<file path="config.mk">
export PLATFORM = sky130hd
export DESIGN_NAME = retire_trace_buffer
export DESIGN_NICKNAME = d
export VERILOG_FILES = /design/src/rtl/retire_trace_buffer_pkg.sv /design/src/rtl/retire_trace_buffer_fifo.sv /design/src/rtl/retire_trace_buffer.sv
export SDC_FILE = /design/constraint.sdc
export NUM_CORES = 1
export LEC_CHECK = 0
export ABC_AREA = 1
export BUFFER_PORTS_ARGS = -buffer_cell sky130_fd_sc_hd__buf_2
export CAP_MARGIN = 30
export CORE_ASPECT_RATIO = 1.1
export CORE_MARGIN = 5
export CORE_UTILIZATION = 45
export CTS_CLUSTER_DIAMETER = 100
export DETAILED_ROUTE_END_ITERATION = 8
export PLACE_DENSITY_LB_ADDON = 0.2
export SLEW_MARGIN = 20
export SYNTH_ARGS = -nofsm -noshare
export SYNTH_HDL_FRONTEND = slang
export SYNTH_SLANG_ARGS = --single-unit
</file>
<file path="constraint.sdc">
create_clock -name clk -period 9.2 [get_ports clk]
set_clock_uncertainty 0.05 [all_clocks]
set_input_delay 0 -clock clk [delete_from_list [all_inputs] [get_ports clk]]
set_output_delay 0 -clock clk [all_outputs]
set_load 0.01 [all_outputs]
</file>
<file path="src/rtl/retire_trace_buffer_pkg.sv">
// Shared types for the retire trace buffer: the trace record layout and the run/halt state encoding.
package retire_trace_buffer_pkg;

  localparam int TR_SEQ_W  = 32;
  localparam int TR_DATA_W = 32;

  // The final-instruction flag is named is_final because "final" is a reserved word.
  typedef struct packed {
    logic [TR_SEQ_W-1:0]  seq;
    logic                 we;
    logic [4:0]           rd;
    logic [TR_DATA_W-1:0] data;
    logic                 is_final;
  } trace_rec_s;

  typedef enum logic {
    TR_RUN  = 1'b0,
    TR_HALT = 1'b1
  } trace_st_e;

endpackage

</file>
<file path="src/rtl/retire_trace_buffer_fifo.sv">
// Register-array FIFO with extra-MSB pointers; head is read combinationally from the array.
module retire_trace_buffer_fifo #(
  parameter int  DEPTH = 8,
  parameter type T     = logic [7:0]
) (
  input  logic clk,
  input  logic reset,
  input  logic push,
  input  T     push_data,
  input  logic pop,
  output T     head,
  output logic full,
  output logic empty
);

  localparam int AW = $clog2(DEPTH);

  T              mem [DEPTH];
  logic [AW:0]   wptr;
  logic [AW:0]   rptr;
  logic          push_ok;
  logic          pop_ok;

  assign empty   = (wptr == rptr);
  assign full    = (wptr[AW] != rptr[AW]) && (wptr[AW-1:0] == rptr[AW-1:0]);
  assign pop_ok  = pop && !empty;
  // When full, a simultaneous pop frees the head slot, which is exactly where the new record lands.
  assign push_ok = push && (!full || pop_ok);
  assign head    = mem[rptr[AW-1:0]];

  always_ff @(posedge clk) begin
    if (reset) begin
      wptr <= '0;
      rptr <= '0;
    end else begin
      if (push_ok) wptr <= wptr + (AW+1)'(1);
      if (pop_ok)  rptr <= rptr + (AW+1)'(1);
    end
  end

  always_ff @(posedge clk) begin
    if (push_ok) mem[wptr[AW-1:0]] <= push_data;
  end

endmodule

</file>
<file path="src/rtl/retire_trace_buffer.sv">
// Retire trace buffer: queues one record per retired instruction, counts drops, latches the final event.
// Optional cycle/retire counters are built only when TRACE_PERF_CNT_EN is defined.
module retire_trace_buffer
  import retire_trace_buffer_pkg::*;
#(
  parameter int DEPTH  = 8,
  parameter int SEQ_W  = 32,
  parameter int DROP_W = 16
) (
  input  logic              clk,
  input  logic              reset,
  input  logic              ins_done,
  input  logic              wb_e,
  input  logic [4:0]        wb_a,
  input  logic [31:0]       wb_d,
  input  logic              done,
  output logic              tr_valid,
  input  logic              tr_ready,
  output trace_rec_s        tr_rec,
  output logic              overflow,
  output logic [DROP_W-1:0] drop_cnt,
  output logic              halted,
  output logic              drained,
  output logic [31:0]       cycle_cnt,
  output logic [31:0]       retire_cnt
);

  trace_st_e         state;
  trace_st_e         state_nxt;
  logic [SEQ_W-1:0]  seq_q;
  logic [DROP_W-1:0] drop_q;
  logic              overflow_q;
  logic              drained_q;
  logic              accept;
  logic              pop;
  logic              drop;
  logic              full;
  logic              empty;
  trace_rec_s        rec_in;

  assign accept = ins_done && (state == TR_RUN);
  assign pop    = tr_valid && tr_ready;
  assign drop   = accept && full && !pop;

  always_comb begin
    rec_in          = '0;
    rec_in.seq      = TR_SEQ_W'(seq_q);
    rec_in.we       = wb_e && (wb_a != 5'd0);
    rec_in.rd       = wb_a;
    rec_in.data     = wb_d;
    rec_in.is_final = done;
  end

  retire_trace_buffer_fifo #(
    .DEPTH (DEPTH),
    .T     (trace_rec_s)
  ) u_fifo (
    .clk       (clk),
    .reset     (reset),
    .push      (accept),
    .push_data (rec_in),
    .pop       (pop),
    .head      (tr_rec),
    .full      (full),
    .empty     (empty)
  );

  always_ff @(posedge clk) begin
    if (reset) state <= TR_RUN;
    else       state <= state_nxt;
  end

  // A dropped final record still halts the trace.
  always_comb begin
    state_nxt = state;
    case (state)
      TR_RUN:  if (accept && done) state_nxt = TR_HALT;
      TR_HALT: state_nxt = TR_HALT;
      default: state_nxt = TR_RUN;
    endcase
  end

  always_ff @(posedge clk) begin
    if (reset) begin
      seq_q      <= '0;
      drop_q     <= '0;
      overflow_q <= 1'b0;
      drained_q  <= 1'b0;
    end else begin
      if (accept) seq_q <= seq_q + SEQ_W'(1);
      if (drop) begin
        overflow_q <= 1'b1;
        if (drop_q != '1) drop_q <= drop_q + DROP_W'(1);
      end
      drained_q <= (state == TR_HALT) && empty;
    end
  end

  assign tr_valid = !empty;
  assign overflow = overflow_q;
  assign drop_cnt = drop_q;
  assign halted   = (state == TR_HALT);
  assign drained  = drained_q;

`ifdef TRACE_PERF_CNT_EN
  logic [31:0] cycle_q;
  logic [31:0] retire_q;

  always_ff @(posedge clk) begin
    if (reset) begin
      cycle_q  <= '0;
      retire_q <= '0;
    end else if (state == TR_RUN) begin
      cycle_q <= cycle_q + 32'd1;
      if (accept) retire_q <= retire_q + 32'd1;
    end
  end

  assign cycle_cnt  = cycle_q;
  assign retire_cnt = retire_q;
`else
  assign cycle_cnt  = '0;
  assign retire_cnt = '0;
`endif

endmodule

</file>
# Word-level counts from Yosys, hierarchy flattened
# Memory sizes are Yosys's and may differ from the RTL's. A register that Yosys moved wholly into a read port is not among the register bits.
# Cells that the tools add are included.
# word_totals
register_bits,59
ramBits,568
inputBits,43
out_inout_bits,155
wordCells,39
n_memories,1
# mem_list
name,words,width,rd,rd_ports_with_merged_regs,wr,line,rtl
u_fifo.mem,8,71,1,1,1,retire_trace_buffer_fifo.sv:18,T mem [DEPTH];
# classes
addsub,4
n_eq_ne,4
mux,6
bitwise,1
n_reduce_logical,16
# ops
op,n
adder 32 x 1 -> 32 bit (second input constant),1
adder 16 x 1 -> 16 bit (second input constant),1
inequality test 16 bit (second input constant),1
logical AND 1 bit,10
adder 4 x 1 -> 4 bit (second input constant),2
two-way mux 3 bit,2
nonzero test 5 bit,1
equality test 4 bit,1
equality test 3 bit,1
logical NOT 1 bit,3
two-way mux 1 bit,3
case mux 1 bit (2 select lines),1
AND reduction 2 bit,1
logical OR 1 bit,1
inequality test 1 bit,1
NOT 1 bit,1

# Logic depth before layout (Yosys ltp)
# logic_depth
word_depth,8
ltp_mapped,11
ltp_nobuf,11

# Modules after synthesis
# A second synthesis with hierarchy kept.
# unflattened
cells_unflattened,2179
area_unflattened_um2,25838.5
# by_module_without_submodules
mod,n_inst,cells_per_inst,area_per_inst_um2
retire_trace_buffer_fifo,1,1688,22507.8
retire_trace_buffer,1,491,3330.7

# Worst setup path after synthesis
# No wires, ideal clock.
# synth_timing
path_type,flip-flop to flip-flop
startpoint,register u_fifo.rptr[0]
endpoint,memory u_fifo.mem[6][0] (netlist bit) (enable)
arrival_ns,5.856
path_slack_ns,2.707
stages_incl_launch_ff,10
n_path_buf,0
period_less_slack_ns,6.493
path_cell_list,dfxtp_1 -> inv_1 -> nand2_1 -> nand2_1 -> nor2_1 -> nand3_1 -> nand2_1 -> inv_2 -> nand2_1 -> nor3_1
# synth_between
elab_chain_cells,8
elab_cells_between_ends,11
cone_classes,2 x eq/ne; 2 x mux; 7 x reduce/logical
# synth_lines
item,line,rtl
"start, declared",retire_trace_buffer_fifo.sv:20,logic [AW:0] rptr;
"start signal, assigned",retire_trace_buffer_fifo.sv:37,if (pop_ok) rptr <= rptr + (AW+1)'(1);
equality test 4 bit,retire_trace_buffer_fifo.sv:24,assign empty = (wptr == rptr);
logical NOT 1 bit,"retire_trace_buffer_fifo.sv:26, retire_trace_buffer.sv:99",
logical AND 1 bit,retire_trace_buffer.sv:42,assign pop = tr_valid && tr_ready;
logical AND 1 bit,retire_trace_buffer_fifo.sv:26,assign pop_ok = pop && !empty;
logical OR 1 bit *,retire_trace_buffer_fifo.sv:28,assign push_ok = push && (!full || pop_ok);
logical AND 1 bit *,retire_trace_buffer_fifo.sv:28,
two-way mux 1 bit *,retire_trace_buffer_fifo.sv:42,if (push_ok) mem[wptr[AW-1:0]] <= push_data;
two-way mux 1 bit (implied by the code) *,retire_trace_buffer_fifo.sv:42,
"end, declared",retire_trace_buffer_fifo.sv:18,
# Mark *: on every way between the ends. The rest lies on a longest branch, timed or not.

==> qor.csv <==
metric;value;unit
drt_iter0_markers;1367;
post_cts_buffers;0;
grt_pass1_wl;92400;µm
initial_core_util;0.456;
wl_per_cell;19.2;µm
post-place-ws;5.76;ns
crit_family;buffers and inverters;
synth_area_leaders;edfxtp_1 66%, nor2_1 7.4%, nand2_1 4.9%, o32ai_1 4.8%, dfxtp_1 4.8%;
diodes;0;
rsz0062_at_grt;no;
r2r-end;u_fifo.mem[4][3];
grt_pass1_vias;16300;
setup_slack;5.32;ns
path_buf_inv;5;
root_buffer;clkbuf_16;
drt-total-wl;59600;µm
gr-total-overflow;0;
seq_area_frac_synth;0.713;
r2r-start;u_fifo.rptr[0];
grt_usage;0.188;
clock_latency;0.58;ns
required;9.15;ns
syn_avg_cell_area;11.9;µm²
cts_resized;0;
min_period_over_period;0.422;
reg2reg_slack;5.75;ns
synth_cell_types;36;
finalMaxSlewViolations;0;
cts_tree;yes;
ir_drop;97.6;µV
end_kind;primary output;
grt_max_degree;122;
post_dp_cell_area;26800;µm²
vias;16600;
synthCells;2154;
ys_seq_elements;630;
status;finished, final reports clean;
leakage;10.6;nW
cts.clk_slew.worst_paths;0.06;ns
synth_ff_type;edfxtp_1;
cts_buffers;66;
r2r_cells;11;
hold_end;u_fifo.mem[4][24];
synth-edff-count;568;
final_nets;2357;
cp_slowest_stage_delay;0.58;ns
cpMostUsedCell;nand2_1;
cap_viol_max_count;0;
finalHoldViolations;0;
async_flop_share;0;
dr.pass1.iters;5;
crit_fanout;121;
pin_count;198;
crit_arrival;3.83;ns
syn_area;25700;µm²
rows;91;
antenna_found_initial;0;
critPathSlowestCell;buf_4;
cts_hold_repair.buffers;45;
worstHoldPathType;in -> reg;
cp-start-kind;flop;
fin_area;29400;µm²
crit_chain;inv_8, buf_16, buf_4, buf_12, nor2_1, o32ai_1, nand2_1, nand2_1, buf_2;
hold_depth;2;
nFillCells;4759;
drc;0;
core_region_area;56200;µm²
powerDensity;226;nW/µm²
die_w;238;µm
maxClockFrequency;0.258;GHz
place.gp.congestion;0.822;
port_buffers;133;
regArea;18300;µm²
clockBufferDepth;3;
clkSinkCount;630;
cts_max_level;3;
crit_type;reg -> out;
setup_viol;0;
vias_per_cell;5.36;
die_area;61900;µm²
antenna_left;0;
dieHeight;260;µm
worstMarginPinSlew;0.973;ns
synth_top_area_share;0.665;
place.detailed.hpwl;31500;µm
min_from;wb_d[23];
multi_input_area;6400;µm²
drive_above_1_share;0.125;
ys_warn_count;0;
min_period;3.88;ns
setup_tns;0;ns
area_growth;14.7;%
slew_headroom;0.351;
yosys.area.top_type;edfxtp_1;
-- flip-flops by register name, indices dropped and copies added, names as in the netlist, named ones only --
signal / cells
u_fifo.mem: 568
seq_q: 32
drop_cnt: 16
u_fifo.rptr: 4
u_fifo.wptr: 4
drained: 1
halted: 1
overflow: 1
-- metal layers --
layer | vias up | GRT usage | share of wire
li1 | 7828 | - | -
met1 | 8225 | 0.259 | 0.44
met2 | 482 | 0.311 | 0.48
met3 | 87 | 0.0299 | 0.060
met4 | 0 | 0.0569 | 0.019
met5 | - | 0 | 0
-- worst max path at each step --
| stage | startpoint | to | slack [ns] | depth (start not counted) |
|---|---|---|---|---|
| 5_1_grt | flop | tr_rec[5] | 5.02 | 9 |
| 2_1_floorplan | u_fifo.rptr[0] | u_fifo.mem[6][0] | 2.71 | 9 |
| 3_5_place_dp | u_fifo.wptr[0] | u_fifo.mem[4][7] | 5.76 | 10 |
| 3_3_place_gp | flop | tr_rec[52] | 5.77 | 7 |
| 6_report | flop | tr_rec[5] | 5.32 | 9 |
| 4_1_cts | flop | tr_rec[68] | 5.29 | 9 |
-- through the flow --
stage	total power [mW]	hold WS (ns)	std cells	utilization
CTS	6.73	0.137	3101	0.522
global placement	4.07	0.219	2934	0.475
finish	6.66	0.180	3103	0.523
detailed placement	4.09	0.233	2939	0.477
floorplan	3.82	0.0489	2217	-
global route	6.94	0.179	3103	0.523
-- cells by family (layout without fill, tap and decap cells) --
logic type / Yosys count / count (layout) / share of synthesized area
AO/OA/AOI/OAI: 349 / 349 / 0.0905
XOR/XNOR: 15 / 15 / 0.00512
adder cells (fa/ha/maj): 4 / 4 / 0.00195
buffers and inverters: 244 / 386 / 0.0490
flip-flops: 630 / 630 / 0.713
other: 1 / 64 / 0.000146
AND/OR/NAND/NOR: 911 / 911 / 0.140
-- where the power goes --
group          internal [mW]  leakage, nW  switching [mW]  total (mW)
Sequential              3.16         5.91          0.0497        3.21
Clock                   1.56         1.02            1.06        2.62
Combinational          0.285         3.69           0.547       0.831
Total                   5.01         10.6            1.65        6.66
-- cell type report --
cell class                      count  share of cell area
Tap cell                          744              0.0316
Multi-Input combinational cell   1343               0.217
Sequential cell                   630               0.622
Clock buffer                       90              0.0620
Timing Repair Buffer              206              0.0488
Clock inverter                     27             0.00994
Inverter                           63             0.00829
-- layout by cell type, fill, tap and decap left out, types with 4 or more instances in the layout --
master,n
a21oi_1,29
nand2_1,338
conb_1,64
clkinv_2,6
buf_12,4
buf_2,133
clkinv_1,9
bufinv_16,6
nor3_1,6
dfxtp_1,59
nor2_2,4
buf_4,21
inv_1,56
inv_2,6
nand4_1,8
xor2_1,10
nor2_1,501
dlygate4sd3_1,45
edfxtp_1,568
xnor2_1,5
o32ai_1,142
nand3_1,28
clkbuf_16,69
o21ai_0,164
a21oi_2,8
clkbuf_1,19
ha_1,4
nor2_4,13
-- worst reg2reg max path, delay by kind of cell (launching register included) --
kind	cells	cell delay [ns]
AND/OR/NAND/NOR	7	1.29
buffers and inverters	4	1.36
flip-flops	1	0.36
-- cell usage after synthesis (4+ instances only) --
master	number
nand2_1	338
clkbuf_1	60
ha_1	4
o32ai_1	142
nand4_1	8
nor2_1	508
buf_4	72
a21oi_2	8
dfxtp_1	62
a21oi_1	29
inv_1	56
xnor2_1	5
o21ai_0	164
buf_2	39
nor3_1	7
nand3_1	28
xor2_1	10
nor2_4	6
nor2_2	4
inv_2	6
edfxtp_1	568
buf_1	7
Power figures use the tool's default switching activity.
